[config.mk]
export PLATFORM = sky130hd
export DESIGN_NAME = n_io_bias_mac
export DESIGN_NICKNAME = d
export VERILOG_FILES = /design/src/rtl/n_io_bias_mac.sv
export SDC_FILE = /design/constraint.sdc
export NUM_CORES = 1
export LEC_CHECK = 0
export CELL_PAD_IN_SITES_DETAIL_PLACEMENT = 0
export CELL_PAD_IN_SITES_GLOBAL_PLACEMENT = 2
export CORE_ASPECT_RATIO = 1.2
export CORE_MARGIN = 3
export CORE_UTILIZATION = 30
export DETAILED_ROUTE_END_ITERATION = 10
export PLACE_DENSITY = 0.79
export SETUP_SLACK_MARGIN = 0.15
export SLEW_MARGIN = 40
export SYNTH_ARGS = -nofsm -noshare
export SYNTH_HDL_FRONTEND = slang
export SYNTH_SLANG_ARGS = --single-unit
[constraint.sdc]
create_clock -name clk -period 6 [get_ports clk]
set_input_delay 1.2 -clock clk [delete_from_list [all_inputs] [get_ports clk]]
set_output_delay 1.2 -clock clk [all_outputs]
set_load 0.02 [all_outputs]
[src/rtl/n_io_bias_mac.sv]
// n_io_bias_mac: sequential N-input multiply-accumulate with shift, bias and saturation.
// Ports: clk, rst (sync, active-high); in/weight_val/biased_val operands;
//   enable/ready start handshake; out_valid/out_ack result handshake;
//   biased_out saturated result, overflow set when biased_out was clipped.
module n_io_bias_mac #(
   parameter int N_IN    = 4,
   parameter int DATA_W  = 8,
   parameter int FRAC_SH = 0
) (
   input  logic                     clk,
   input  logic                     rst,
   input  logic [N_IN*DATA_W-1:0]   in,
   input  logic [N_IN*DATA_W-1:0]   weight_val,
   input  logic [DATA_W-1:0]        biased_val,
   input  logic                     enable,
   output logic                     ready,
   input  logic                     out_ack,
   output logic                     out_valid,
   output logic [DATA_W-1:0]        biased_out,
   output logic                     overflow
);

   localparam int ACC_W = 2*DATA_W + $clog2(N_IN) + 1;
   localparam int IDX_W = (N_IN > 1) ? $clog2(N_IN) : 1;
   localparam logic [ACC_W-1:0] MAXV = ACC_W'({DATA_W{1'b1}});

   typedef enum logic [1:0] {
      S_IDLE = 2'd0,
      S_MAC  = 2'd1,
      S_DONE = 2'd2
   } state_t;

   state_t                   r_state;
   state_t                   w_next;

   logic [N_IN*DATA_W-1:0]   r_in;
   logic [N_IN*DATA_W-1:0]   r_wt;
   logic [DATA_W-1:0]        r_bias;
   logic [ACC_W-1:0]         r_acc;
   logic [IDX_W-1:0]         r_idx;
   logic [DATA_W-1:0]        r_out;
   logic                     r_ovf;

   logic [DATA_W-1:0]        w_a;
   logic [DATA_W-1:0]        w_b;
   logic [2*DATA_W-1:0]      w_prod;
   logic [ACC_W-1:0]         w_sum;
   logic [ACC_W-1:0]         w_shift;
   logic [ACC_W-1:0]         w_biased;
   logic                     w_sat;
   logic                     w_last;
   logic                     w_start;

   // Operand select for the current element
   always_comb begin
      w_a = '0;
      w_b = '0;
      for (int i = 0; i < N_IN; i++) begin
         if (r_idx == IDX_W'(i)) begin
            w_a = r_in[i*DATA_W +: DATA_W];
            w_b = r_wt[i*DATA_W +: DATA_W];
         end
      end
   end

   // The accumulator is wide enough that neither the sum nor the
   // bias add can wrap, so saturation is a plain magnitude compare.
   assign w_prod   = w_a * w_b;
   assign w_sum    = r_acc + ACC_W'(w_prod);
   assign w_shift  = w_sum >> FRAC_SH;
   assign w_biased = w_shift + ACC_W'(r_bias);
   assign w_sat    = (w_biased > MAXV);
   assign w_last   = (r_idx == IDX_W'(N_IN-1));
   assign w_start  = (r_state == S_IDLE) && enable;

   // State register
   always_ff @(posedge clk) begin
      if (rst) begin
         r_state <= S_IDLE;
      end else begin
         r_state <= w_next;
      end
   end

   // Next-state logic
   always_comb begin
      w_next = r_state;
      unique case (r_state)
         S_IDLE: begin
            if (enable) w_next = S_MAC;
         end
         S_MAC: begin
            if (w_last) w_next = S_DONE;
         end
         S_DONE: begin
            if (out_ack) w_next = S_IDLE;
         end
         default: w_next = S_IDLE;
      endcase
   end

   // Handshake outputs decoded from the state register only
   always_comb begin
      ready     = 1'b0;
      out_valid = 1'b0;
      unique case (r_state)
         S_IDLE:  ready     = 1'b1;
         S_DONE:  out_valid = 1'b1;
         default: begin
            ready     = 1'b0;
            out_valid = 1'b0;
         end
      endcase
   end

   // Operand capture
   always_ff @(posedge clk) begin
      if (rst) begin
         r_in   <= '0;
         r_wt   <= '0;
         r_bias <= '0;
      end else if (w_start) begin
         r_in   <= in;
         r_wt   <= weight_val;
         r_bias <= biased_val;
      end
   end

   // Accumulator and element index
   always_ff @(posedge clk) begin
      if (rst) begin
         r_acc <= '0;
         r_idx <= '0;
      end else if (w_start) begin
         r_acc <= '0;
         r_idx <= '0;
      end else if (r_state == S_MAC) begin
         r_acc <= w_sum;
         r_idx <= w_last ? '0 : r_idx + 1'b1;
      end
   end

   // Result register: only loaded on the final accumulate edge
   always_ff @(posedge clk) begin
      if (rst) begin
         r_out <= '0;
         r_ovf <= 1'b0;
      end else if ((r_state == S_MAC) && w_last) begin
         r_out <= w_sat ? {DATA_W{1'b1}} : w_biased[DATA_W-1:0];
         r_ovf <= w_sat;
      end
   end

   assign biased_out = r_out;
   assign overflow   = r_ovf;

endmodule
; ---- Word-level counts from Yosys, hierarchy flattened
; Index checks and enable logic that the tools add are counted.
[totals]
output_inout_bits = 11
elab_cells = 43
ff_bits = 104
input_bits = 76
[classes]
magnitude_cmp = 1
n_mux = 16
n_mul = 1
n_reduce_logical = 6
add_sub_neg = 3
eq_ne = 8
[ops]
columns = cell, n
row1 = 8-bit 2-to-1 mux, 9
row2 = 19-bit by 16-bit adder with 19-bit output, 1
row3 = 19-bit by 8-bit adder with 19-bit output, 1
row4 = "19-bit by 8-bit greater-than comparator with 1-bit output, second input constant", 1
row5 = 8-bit by 8-bit multiplier with 16-bit output, 1
row6 = 2-bit 2-to-1 mux, 4
row7 = "2-bit equality test, second input constant", 3
row8 = "2-bit inequality test, second input constant", 3
row9 = 2-bit case mux with 3 select lines, 1
row10 = "2-bit by 1-bit equality test with 1-bit output, second input constant", 2
row11 = 2-bit logical NOT, 2
row12 = 3-bit AND reduction, 1
row13 = "2-bit by 1-bit adder with 2-bit output, second input constant", 1
row14 = 1-bit logical AND, 2
row15 = 1-bit 2-to-1 mux, 2
row16 = 2-bit OR reduction, 1

; ---- Depth between registers and ports, before layout
[depth]
depth_word = 10
depth_mapped = 33
ltp_nobuf = 32

; ---- Worst setup path before layout
; OpenSTA, ideal clock, no wires.
[synth_path]
path_type = register to register
startpoint = register r_idx[0]
endpoint = register r_out[2], in the netlist biased_out[2]
t_required_ps = 5861
arrival_ps = 6309
path_buffers = 2
synth_period_minus_slack_ps = 6449
path_slack_ps = -449
setup_time_ps = 139
stages_incl_launch_ff = 31
cell_sequence = dfxtp_1 inv_1 ha_1 clkbuf_1 clkbuf_1 nand2_1 nor2_1 a21oi_1 nor2_1 a21oi_1 o21ai_1 nand2_1 fa_1 inv_1 fa_1 ha_1 inv_1 fa_1 inv_1 fa_1 xor2_1 ha_1 a21o_1 or3_1 o22a_1 nand4_1 inv_1 o31ai_2 nand3b_1 a211oi_4 a211oi_1
[synth_via]
elab_chain_len = 10
elab_cells_between_ends = 18
classes_between = add/sub: 2 / mul: 1 / order compare: 1 / eq/ne: 3 / mux: 9 / reduce/logical: 2
[synth_lines]
columns = item, line_no
row1 = "start, declared", 40  ; logic [IDX_W-1:0] r_idx;
row2 = "start signal, assigned", 139  ; r_idx <= w_last ? '0 : r_idx + 1'b1;
row3 = 2-bit logical NOT, 59  ; if (r_idx == IDX_W'(i)) begin
row4 = 8-bit 2-to-1 mux (4 in a row), 59
row5 = 8-bit by 8-bit multiplier with 16-bit output *, 68  ; assign w_prod = w_a * w_b;
row6 = 19-bit by 16-bit adder with 19-bit output *, 69  ; assign w_sum = r_acc + ACC_W'(w_prod);
row7 = via w_shift[5], 48  ; logic [ACC_W-1:0] w_shift;
row8 = 19-bit by 8-bit adder with 19-bit output *, 71  ; assign w_biased = w_shift + ACC_W'(r_bias);
row9 = 19-bit by 8-bit greater-than comparator with 1-bit output *, 72  ; assign w_sat = (w_biased > MAXV);
row10 = 8-bit 2-to-1 mux *, 149  ; r_out <= w_sat ? {DATA_W{1'b1}} : w_biased[DATA_W-1:0];
row11 = "end signal, assigned", 149
row12 = "end, declared", 41  ; logic [DATA_W-1:0] r_out;
; Mark *: on every way through the listed nets, which the timed path passes. The rest lies on a longest branch.
; A chain may end at the register's enable or synchronous reset.

; ---- Worst setup path after layout
[layout_path]
startpoint = register r_idx[0]
endpoint = register r_out[3], in the netlist biased_out[3]
; Same word-level chain as after synthesis.

==> metrics.txt <==
Clock Skews 8.04 ps; ANT cells 0; CTS H-tree depth 3; Buffers & Inverters on Critical Path 11; Power Density 169 nW/µm²; top-area cell type share of the netlist area 0.279; # clock sinks 104; Multi-input gate area 5360 µm²; fmax 155 MHz; grt met3 use 0.0230; Seq pwr share 0.414; Worst EP arrival 6700 ps; CTS tree built; Worst path top cell family by delay adder cells; post-layout min period 6460 ps; Internal Power 1.24 mW; CP Capture Type register; largest net degree at the start of global routing 74; Yosys reg bits 104; Setup Total Neg Slack -4030 ps; fin worst setup slack -460 ps; unrepaired setup endpoints after global routing true; kind of critical path reg2reg; Chip Height 179 µm; area of the die 26800 µm²; FILL cells 2498; post-route clock period utilization 1.08; share of cells above drive strength 1 0.237; All-Layer GR Usage 0.174; Inserted Clock Buffers 9; max cap viols 0; Max Slew Vio Count 0; gr busiest metal met2; Synth Flop Type dfxtp_1; drt total wl 22900 µm; Required @ worst endpoint 6240 ps; number of synthesized flops with an enable pin 0; sequential area share after synthesis 0.279; Die Wd 150 µm; CP peak stage delay 490 ps; register-to-register path setup slack -460 ps; Syn Nets 1179; final global-route overflow total 0; placed cells 1465; grt met2 use 0.306; initial antenna violation count 0; Final Hold Fails 0; WHS 456 ps; PortBufs 86; clk root buf clkbuf_16; Async S/R FF share, synth 0; most frequent cells in the layout nand2_1, a21oi_1, buf_4; worst rel slew slack 0.468; cell accounting for the most synthesized area dfxtp_1; Worst Hold Class reg2reg; Yosys Warn Count 0; failing checks negative setup slack; clk buf depth 2; Psw 0.567 mW; Cell Count, Final, Fillers Out 1515; Clock transition at path regs 80 ps; Initial DRT Pass Iterations 4; Crit-path slowest cell fa_1; Avg WL per Cell 15.1 µm; maximum VDD drop 0.000131 V; row cnt 62; area delta synth->final 42.6%; register area 2080 µm²; Netlist Area Pre-Place 7460 µm²; I/O Pins 87; Mapped Cells 999; Via density 4.66; Crit Path Max Fanout 6; Post-DP HPWL 16800 µm; Slew @ Worst Pin 799 ps; P_leak 4.63 nW; Skew-Pair Late Insertion Delay 360 ps; # setup viols final 9; drt drc 0; status finished, violations left; post-synthesis area per instance 7.47 µm²; vias 7062; vias in the first global route 7136; Synth cell types 55; most common cell after layout, fill and taps aside nand2_1; starting density of the core 0.308; Synth area leaders dfxtp_1, fa_1, nand2_1; routability cong. 0.832; Starting DRT DRC Count 326; Switching Fraction 0.314; post-route ant nets 0; CP Launch Type register; Comb pwr share 0.255; Core ar. 24200 µm²; M1 GR Usage 0.225; clock power share 0.331; NumNets Final 1371; first-pass GRT wire length 37000 µm
==> flip-flops by register name, summed over array words and instances, names as in the netlist <==
signal / flops
biased_out: 8
overflow: 1
r_acc: 19
r_bias: 8
r_idx: 2
r_in: 32
r_state: 2
r_wt: 32
==> layout make-up <==
type,instances,area share
tap,320,0.0376
multi-input combinational,733,0.504
sequential,104,0.196
inverter,114,0.0404
clock buffer,9,0.0212
timing repair buffer,229,0.195
clock inverter,6,0.00588
==> final timing paths <==
check | from | to | depth (start not counted)
worst max register to register | r_idx[0] | biased_out[3] | 33
worst max-delay path | r_idx[0] | biased_out[3] | 33
worst min register to register | r_acc[14] | r_acc[14] | 2
worst min-delay path | r_acc[14] | r_acc[14] | 2
==> cells in the mapped netlist, drive strengths merged (2+ instances only) <==
library cell / instances
nand2: 246
a21oi: 157
inv: 114
dfxtp: 104
nor2: 86
ha: 53
fa: 51
clkbuf: 41
a211oi: 16
o21ai: 15
a21o: 11
xnor2: 10
nand3: 8
nor2b: 8
and2: 7
buf: 7
nand4: 7
nor3: 7
xor2: 7
o211ai: 6
nand2b: 4
a21boi: 3
nor3b: 3
o21a: 3
a2111oi: 2
a211o: 2
o31ai: 2
or3: 2
==> worst register-to-register path: cells and delay by family, from the launching register on <==
family | cells | cell delay, ps
DFF | 1 | 330
AOI/OAI and AO/OA | 8 | 1090
and+or+nand+nor | 6 | 970
xor gates and xnor gates | 1 | 170
adders and majority gates | 7 | 2600
buffers and inverters | 11 | 1150
==> logic make-up (layout without fill, tap and decap cells) <==
family                   after synthesis  after routing  share of synthesized area
AO/OA/AOI/OAI                        228            228                      0.182
XOR/XNOR                              17             17                     0.0199
adder cells (fa/ha/maj)              104            104                      0.226
buffers and inverters                162            358                     0.0818
flip-flops                           104            104                      0.279
multiplexers                           1              1                    0.00151
AND/OR/NAND/NOR                      383            383                      0.210
==> power by group through the flow <==
stage               Clock [mW]  Combinational (mW)  Sequential (mW)
global route             0.645               0.510            0.751
global placement             0               0.405            0.761
floorplan                    0               0.230            0.753
CTS                      0.620               0.431            0.746
finish                   0.597               0.459            0.747
detailed placement           0               0.405            0.761
==> metal layers <==
layer,part of all wire,vias up
li1,-,3600
met1,0.45,3331
met2,0.50,105
met3,0.031,26
met4,0.018,0
met5,0,-
==> per-stage QoR <==
| step | utilization | power (mW) | setup slack, ps | cell area (µm²) |
|---|---|---|---|---|
| floorplan | - | 0.983 | -5.04 | 7670 |
| global placement | 0.396 | 1.17 | -496 | 9580 |
| detailed placement | 0.396 | 1.17 | -557 | 9580 |
| CTS | 0.421 | 1.80 | -442 | 10200 |
| global route | 0.440 | 1.91 | -749 | 10600 |
| finish | 0.440 | 1.80 | -460 | 10600 |
==> what timing repair did <==
action	4_1_cts	5_1_grt
setup endpoints to repair	15	17
buffers inserted	15	19
hold buffers	0	0
cloned	1	0
pin swaps	4	58
resized for setup	43	73
Note: power is estimated with default switching activity, not from simulation.
